## config.mk

```make
export PLATFORM = sky130hd
export DESIGN_NAME = program_loader
export DESIGN_NICKNAME = d
export VERILOG_FILES = /design/src/rtl/loader_pkg.sv /design/src/rtl/loader_checksum.sv /design/src/rtl/program_loader.sv
export SDC_FILE = /design/constraint.sdc
export NUM_CORES = 1
export LEC_CHECK = 0
export BUFFER_PORTS_ARGS = -buffer_cell sky130_fd_sc_hd__buf_4
export CORE_MARGIN = 2
export CORE_UTILIZATION = 41
export CTS_BUF_LIST = sky130_fd_sc_hd__clkbuf_8
export DETAILED_ROUTE_END_ITERATION = 7
export PLACE_DENSITY = 0.73
export SLEW_MARGIN = 20
export SYNTH_ARGS = -nofsm -noshare
export SYNTH_HDL_FRONTEND = slang
export SYNTH_SLANG_ARGS = --single-unit
```

## constraint.sdc

```tcl
create_clock -name clock -period 2.05 [get_ports clock]
set_clock_uncertainty 0.2 [all_clocks]
set_input_delay 0.1025 -clock clock [delete_from_list [all_inputs] [get_ports clock]]
set_output_delay 0.1025 -clock clock [all_outputs]
set_load 0.05 [all_outputs]
```

## src/rtl/loader_pkg.sv

```systemverilog
// Shared types and constants for the program loader: FSM states, byte/word
// geometry and the default frame start marker.
package loader_pkg;

  localparam int unsigned BYTE_W         = 8;
  localparam int unsigned BYTES_PER_WORD = 2;
  localparam int unsigned WORD_W         = BYTE_W * BYTES_PER_WORD;
  localparam int unsigned LEN_W          = 2 * BYTE_W;

  localparam logic [BYTE_W-1:0] SYNC_BYTE_DEF = 8'hA5;

  typedef enum logic [3:0] {
    IDLE    = 4'd0,
    LEN_HI  = 4'd1,
    LEN_LO  = 4'd2,
    DATA_HI = 4'd3,
    DATA_LO = 4'd4,
    WRITE   = 4'd5,
    CHECK   = 4'd6,
    DONE    = 4'd7,
    ERROR   = 4'd8
  } state_e;

endpackage

```

## src/rtl/loader_checksum.sv

```systemverilog
// Running XOR over accepted frame bytes; clear has priority over enable.
module loader_checksum
  import loader_pkg::*;
(
  input  logic              clk,
  input  logic              rst_n,
  input  logic              clr,
  input  logic              en,
  input  logic [BYTE_W-1:0] din,
  output logic [BYTE_W-1:0] sum
);

  logic [BYTE_W-1:0] sum_q;
  logic [BYTE_W-1:0] sum_d;

  always_comb begin
    sum_d = sum_q;
    if (clr) begin
      sum_d = '0;
    end else if (en) begin
      sum_d = sum_q ^ din;
    end
  end

  always_ff @(posedge clk or negedge rst_n) begin
    if (!rst_n) begin
      sum_q <= '0;
    end else begin
      sum_q <= sum_d;
    end
  end

  assign sum = sum_q;

endmodule

```

## src/rtl/program_loader.sv

```systemverilog
// Framed byte-stream loader for the instruction memory; holds the CPU until an
// image is complete. Define PROGRAM_LOADER_CHECKSUM_EN to require a trailing CHK byte.
module program_loader
  import loader_pkg::*;
#(
  parameter int unsigned       ADDR_W    = 16,
  parameter int unsigned       DATA_W    = 16,
  parameter logic [BYTE_W-1:0] SYNC_BYTE = SYNC_BYTE_DEF,
  parameter logic [ADDR_W-1:0] BASE_ADDR = '0
) (
  input  logic              clock,
  input  logic              reset_n,
  input  logic [BYTE_W-1:0] rx_data,
  input  logic              rx_valid,
  output logic              rx_ready,
  output logic              mem_we,
  output logic [ADDR_W-1:0] mem_addr,
  output logic [DATA_W-1:0] mem_wdata,
  output logic              cpu_hold,
  output logic              done,
  output logic              error
);

  state_e              state_q, state_d;
  logic                rx_ready_q, rx_ready_d;
  logic                mem_we_q, mem_we_d;
  logic [ADDR_W-1:0]   mem_addr_q, mem_addr_d;
  logic [DATA_W-1:0]   mem_wdata_q, mem_wdata_d;
  logic                cpu_hold_q, cpu_hold_d;
  logic                done_q, done_d;
  logic [BYTE_W-1:0]   hi_byte_q, hi_byte_d;
  logic [LEN_W-1:0]    remaining_q, remaining_d;

  logic                accept_c;
  logic                sync_hit_c;
  logic                frame_end_c;
  logic [WORD_W-1:0]   word_c;

  assign accept_c   = rx_valid && rx_ready_q;
  assign sync_hit_c = accept_c && (rx_data == SYNC_BYTE);
  assign word_c     = {hi_byte_q, rx_data};

`ifdef PROGRAM_LOADER_CHECKSUM_EN
  logic              error_q, error_d;
  logic              sum_clr_c;
  logic              sum_en_c;
  logic [BYTE_W-1:0] sum_c;

  // Length and data bytes feed the checksum; SYNC starts a fresh one.
  assign sum_clr_c = sync_hit_c &&
                     ((state_q == IDLE) || (state_q == DONE) || (state_q == ERROR));
  assign sum_en_c  = accept_c &&
                     ((state_q == LEN_HI) || (state_q == LEN_LO) ||
                      (state_q == DATA_HI) || (state_q == DATA_LO));

  loader_checksum u_checksum (
    .clk   (clock),
    .rst_n (reset_n),
    .clr   (sum_clr_c),
    .en    (sum_en_c),
    .din   (rx_data),
    .sum   (sum_c)
  );
`endif

  always_comb begin
    state_d     = state_q;
    mem_we_d    = 1'b0;
    mem_addr_d  = mem_addr_q;
    mem_wdata_d = mem_wdata_q;
    cpu_hold_d  = cpu_hold_q;
    done_d      = done_q;
    hi_byte_d   = hi_byte_q;
    remaining_d = remaining_q;
    frame_end_c = 1'b0;
`ifdef PROGRAM_LOADER_CHECKSUM_EN
    error_d     = error_q;
`endif

    unique case (state_q)
      // Idle and terminal states only react to SYNC; any other byte is dropped.
      IDLE, DONE, ERROR: begin
        if (sync_hit_c) begin
          state_d    = LEN_HI;
          done_d     = 1'b0;
          cpu_hold_d = 1'b1;
          mem_addr_d = BASE_ADDR;
`ifdef PROGRAM_LOADER_CHECKSUM_EN
          error_d    = 1'b0;
`endif
        end
      end
      LEN_HI: begin
        if (accept_c) begin
          hi_byte_d = rx_data;
          state_d   = LEN_LO;
        end
      end
      LEN_LO: begin
        if (accept_c) begin
          remaining_d = LEN_W'(word_c);
          if (word_c == '0) begin
            frame_end_c = 1'b1;
          end else begin
            state_d = DATA_HI;
          end
        end
      end
      DATA_HI: begin
        if (accept_c) begin
          hi_byte_d = rx_data;
          state_d   = DATA_LO;
        end
      end
      DATA_LO: begin
        if (accept_c) begin
          mem_wdata_d = DATA_W'(word_c);
          mem_we_d    = 1'b1;
          state_d     = WRITE;
        end
      end
      // mem_we is high for this cycle; the address advances as it ends.
      WRITE: begin
        mem_addr_d  = mem_addr_q + ADDR_W'(1);
        remaining_d = remaining_q - LEN_W'(1);
        if (remaining_q == LEN_W'(1)) begin
          frame_end_c = 1'b1;
        end else begin
          state_d = DATA_HI;
        end
      end
      CHECK: begin
`ifdef PROGRAM_LOADER_CHECKSUM_EN
        if (accept_c) begin
          if (rx_data == sum_c) begin
            state_d    = DONE;
            done_d     = 1'b1;
            cpu_hold_d = 1'b0;
          end else begin
            state_d    = ERROR;
            error_d    = 1'b1;
          end
        end
`else
        state_d = IDLE;
`endif
      end
      default: begin
        state_d = IDLE;
      end
    endcase

    if (frame_end_c) begin
`ifdef PROGRAM_LOADER_CHECKSUM_EN
      state_d    = CHECK;
`else
      state_d    = DONE;
      done_d     = 1'b1;
      cpu_hold_d = 1'b0;
`endif
    end
  end

  // The WRITE cycle is the only one that refuses bytes.
  assign rx_ready_d = (state_d != WRITE);

  always_ff @(posedge clock or negedge reset_n) begin
    if (!reset_n) begin
      state_q     <= IDLE;
      rx_ready_q  <= 1'b0;
      mem_we_q    <= 1'b0;
      mem_addr_q  <= BASE_ADDR;
      mem_wdata_q <= '0;
      cpu_hold_q  <= 1'b1;
      done_q      <= 1'b0;
      hi_byte_q   <= '0;
      remaining_q <= '0;
    end else begin
      state_q     <= state_d;
      rx_ready_q  <= rx_ready_d;
      mem_we_q    <= mem_we_d;
      mem_addr_q  <= mem_addr_d;
      mem_wdata_q <= mem_wdata_d;
      cpu_hold_q  <= cpu_hold_d;
      done_q      <= done_d;
      hi_byte_q   <= hi_byte_d;
      remaining_q <= remaining_d;
    end
  end

`ifdef PROGRAM_LOADER_CHECKSUM_EN
  always_ff @(posedge clock or negedge reset_n) begin
    if (!reset_n) begin
      error_q <= 1'b0;
    end else begin
      error_q <= error_d;
    end
  end

  assign error = error_q;
`else
  assign error = 1'b0;
`endif

  assign rx_ready  = rx_ready_q;
  assign mem_we    = mem_we_q;
  assign mem_addr  = mem_addr_q;
  assign mem_wdata = mem_wdata_q;
  assign cpu_hold  = cpu_hold_q;
  assign done      = done_q;

endmodule

```

==> flow_metrics.env <==
export IMPL_portBuffers=46
export IMPL_synth_cells=297
export IMPL_cts_tree="built"
export IMPL_yosysWarnings=0
export IMPL_grt_antenna_before_repair=0
export IMPL_syn_nets=311
export IMPL_dp_hpwl_um=5690
export IMPL_powerDensity_nw_per_um2=1660
export IMPL_drc=0
export IMPL_via_per_inst=5.74
export IMPL_gr_total_overflow=0
export IMPL_nets=386
export IMPL_final_core_util_pct=53.9
export IMPL_ys_seq_elements=64
export IMPL_route_met2_wl_um=3970
export IMPL_cts_sinks=64
export IMPL_avgSynthCellArea_um2=11.0
export IMPL_crit_required_ns=2.08
export IMPL_core_rowCount=32
export IMPL_fin_crit_sh_pct=96.8
export IMPL_fillers=690
export IMPL_diodes=0
export IMPL_start_util_pct=42.3
export IMPL_worstSetupStartpointType="register"
export IMPL_drive_above_1_share_pct=34.8
export IMPL_ys_flop_type="dfrtp_1"
export IMPL_grt_use_total_pct=19.8
export IMPL_grt_pass1_vias=2729
export IMPL_hold_violations=0
export IMPL_fin_crit_ns=1.98
export IMPL_synthArstFlopShare_pct=100
export IMPL_synth_area_um2=3270
export IMPL_dpl_worst_slack_ns=0.0347
export IMPL_yosysSeqAreaShare_pct=49.0
export IMPL_vdd_ir_drop_worst_mv=0.981
export IMPL_clk_latency_ns=0.34
export IMPL_setup_violations=0
export IMPL_design_core_area_um2=7730
export IMPL_grt_max_degree=65
export IMPL_ys_top_cells_by_area="dfrtp_1, mux2_2, mux2_4"
export IMPL_place_gp_congestion=0.884
export IMPL_met1Wirelength_um=3630
export IMPL_drt_initial_drc_count=169
export IMPL_dp_cells=454
export IMPL_slew_viol_final=0
export IMPL_setup_ws_ns=0.0658
export IMPL_fin_tns_setup_ns=0
export IMPL_synth_top_area_share_pct=48.2
export IMPL_clk_pin_slew_ns=0.07
export IMPL_synth_edf_count=0
export IMPL_yosys_area_top_type="dfrtp_1"
export IMPL_grt_first_pass_wirelength_um=13400
export IMPL_reg2regPathDepth=4
export IMPL_cp_max_fo=18
export IMPL_slew_headroom_pct=45.4
export IMPL_die_area_um2=8710
export IMPL_wl_met3_um=474
export IMPL_die_h_um=93.3
export IMPL_startpoint="state_q[1]"
export IMPL_endpoint_kind="register"
export IMPL_p_leak_nw=1.87
export IMPL_cap_violations=0
export IMPL_ant_nets=0
export IMPL_die_w_um=93.3
export IMPL_io_pins=48
export IMPL_rsz0062_at_grt="false"
export IMPL_crit_arrival_ns=2.01
export IMPL_hold_path_class="input pin to register"
export IMPL_holdPathStages=4
export IMPL_htreeDepth=3
export IMPL_cts_root_buf="clkbuf_8"
export IMPL_vias=2745
export IMPL_worstSetupPathType="register to register"
export IMPL_top_layer="met4"
export IMPL_status="complete, no violations"
export IMPL_cts_buffers=9
export IMPL_synthToLayoutAreaGrowth_pct=27.2
export IMPL_firstDrtPassIters=4
export IMPL_synth_commonest_cells="dfrtp_1, nand3_1, nor2_1, nand2_1, mux2_2"
export IMPL_worst_slew_pin_slew_ns=0.819
export IMPL_final_cells=478
export IMPL_fmax_mhz=504
export IMPL_wl_per_cell_um=17.0
export IMPL_yosysMostFrequentCell="dfrtp_1"
export IMPL_wirelength_um=8140
export IMPL_post_cts_setup_buffers=0
export IMPL_r2r_start="state_q[1]"
export IMPL_min_from="rx_valid"
export IMPL_ys_types=59
export IMPL_clock_path_buffers=2
-- critical path: stages (launching register included) --
cell	delay [ns]
dfrtp_1	0.47
nand2b_1	0.22
or4_1	0.42
buf_4	0.24
mux2_4	0.32
-- layer usage --
| metal | vias up | track usage [%] |
|---|---|---|
| met3 | 6 | 5.88 |
| met1 | 1364 | 26.3 |
| met4 | 0 | 4.29 |
| met5 | - | 0 |
| met2 | 94 | 32.3 |
| li1 | 1281 | - |
-- kinds of logic (layout without fill, tap and decap cells) --
family / after synthesis / count (layout) / share of synthesized area [%]
simple gates: 114 / 114 / 21.2
flops: 64 / 64 / 49.0
compound gates: 63 / 63 / 14.0
mux: 28 / 28 / 10.4
buf+inv: 24 / 103 / 4.13
fa+ha+maj: 3 / 3 / 1.15
other cells: 1 / 1 / 0.115
-- final cells by class --
type	instances	area [um2]	share of cell area (%)
flip-flops and latches	64	1610	38.8
multi-input cells	209	1550	37.2
repair buffers	79	628	15.1
clock buffers	10	138	3.31
well taps	102	128	3.07
clock inverters	5	73.8	1.77
inverters	9	33.8	0.812
-- where the power goes --
group          switching (mW)  internal (mW)  leakage, nW  total, mW
Sequential              0.632           1.84        0.749       2.47
Combinational            2.00           1.27         1.01       3.27
Clock                   0.476          0.703        0.113       1.18
-- worst paths after layout --
kind                                      end  slack (ns)
worst max register to register  mem_wdata[12]        0.07
worst min register to register       cpu_hold        0.26
min in group asynchronous                done        0.21
max in group asynchronous          state_q[0]        0.88
worst max-delay path            mem_wdata[12]        0.07
worst min-delay path               state_q[1]        0.03
-- sequential cells by signal, summed over array words and instances, names as in the netlist --
register     count
done             1
cpu_hold         1
mem_we           1
rx_ready         1
state_q          4
hi_byte_q        8
mem_addr        16
remaining_q     16
mem_wdata       16
-- what timing repair did --
item,in CTS,in global routing
gates resized for setup,0,5
endpoints found under the hold margin,87,0
hold buffers,9,0
endpoints found under the setup margin,0,8
-- cells in the final DEF, fill, tap and decap left out, types with 2 or more instances in the layout --
master | Yosys | final
a211o_1 | 3 | 3
a211oi_1 | 5 | 5
a21oi_1 | 12 | 12
a221o_1 | 3 | 3
a311oi_1 | 2 | 2
a31oi_1 | 4 | 4
and2_1 | 3 | 3
and3_1 | 7 | 6
and4_1 | 4 | 4
buf_4 | 4 | 69
bufinv_16 | 0 | 2
clkbuf_8 | 0 | 10
clkinv_2 | 0 | 2
dfrtp_1 | 63 | 55
dfrtp_2 | 0 | 8
dlygate4sd3_1 | 0 | 9
ha_1 | 3 | 3
inv_1 | 9 | 10
mux2_2 | 16 | 16
mux2_4 | 8 | 8
mux2i_1 | 4 | 4
nand2_1 | 17 | 17
nand3_1 | 22 | 22
nand4_1 | 7 | 7
nor2_1 | 18 | 18
nor3_1 | 9 | 9
nor4_1 | 6 | 5
nor4_4 | 2 | 2
o2111ai_1 | 3 | 3
o211ai_1 | 5 | 5
o21ai_0 | 9 | 9
o2bb2ai_1 | 2 | 2
o311ai_0 | 2 | 2
o31ai_1 | 2 | 2
or3_1 | 3 | 3
or4_1 | 3 | 3
or4_4 | 2 | 2
-- per-stage QoR --
| step | hold WS [ns] | power [mW] | cell area [um2] |
|---|---|---|---|
| after floorplan | -0.393 | 4.69 | 3280 |
| after global placement | 0.0408 | 5.63 | 3850 |
| after detailed placement | 0.0488 | 5.73 | 3850 |
| after CTS | 0.0195 | 6.94 | 4150 |
| after global routing | 0.0398 | 7.32 | 4160 |
| final | 0.0335 | 6.93 | 4160 |
Note: power is estimated with default switching activity, not from simulation.
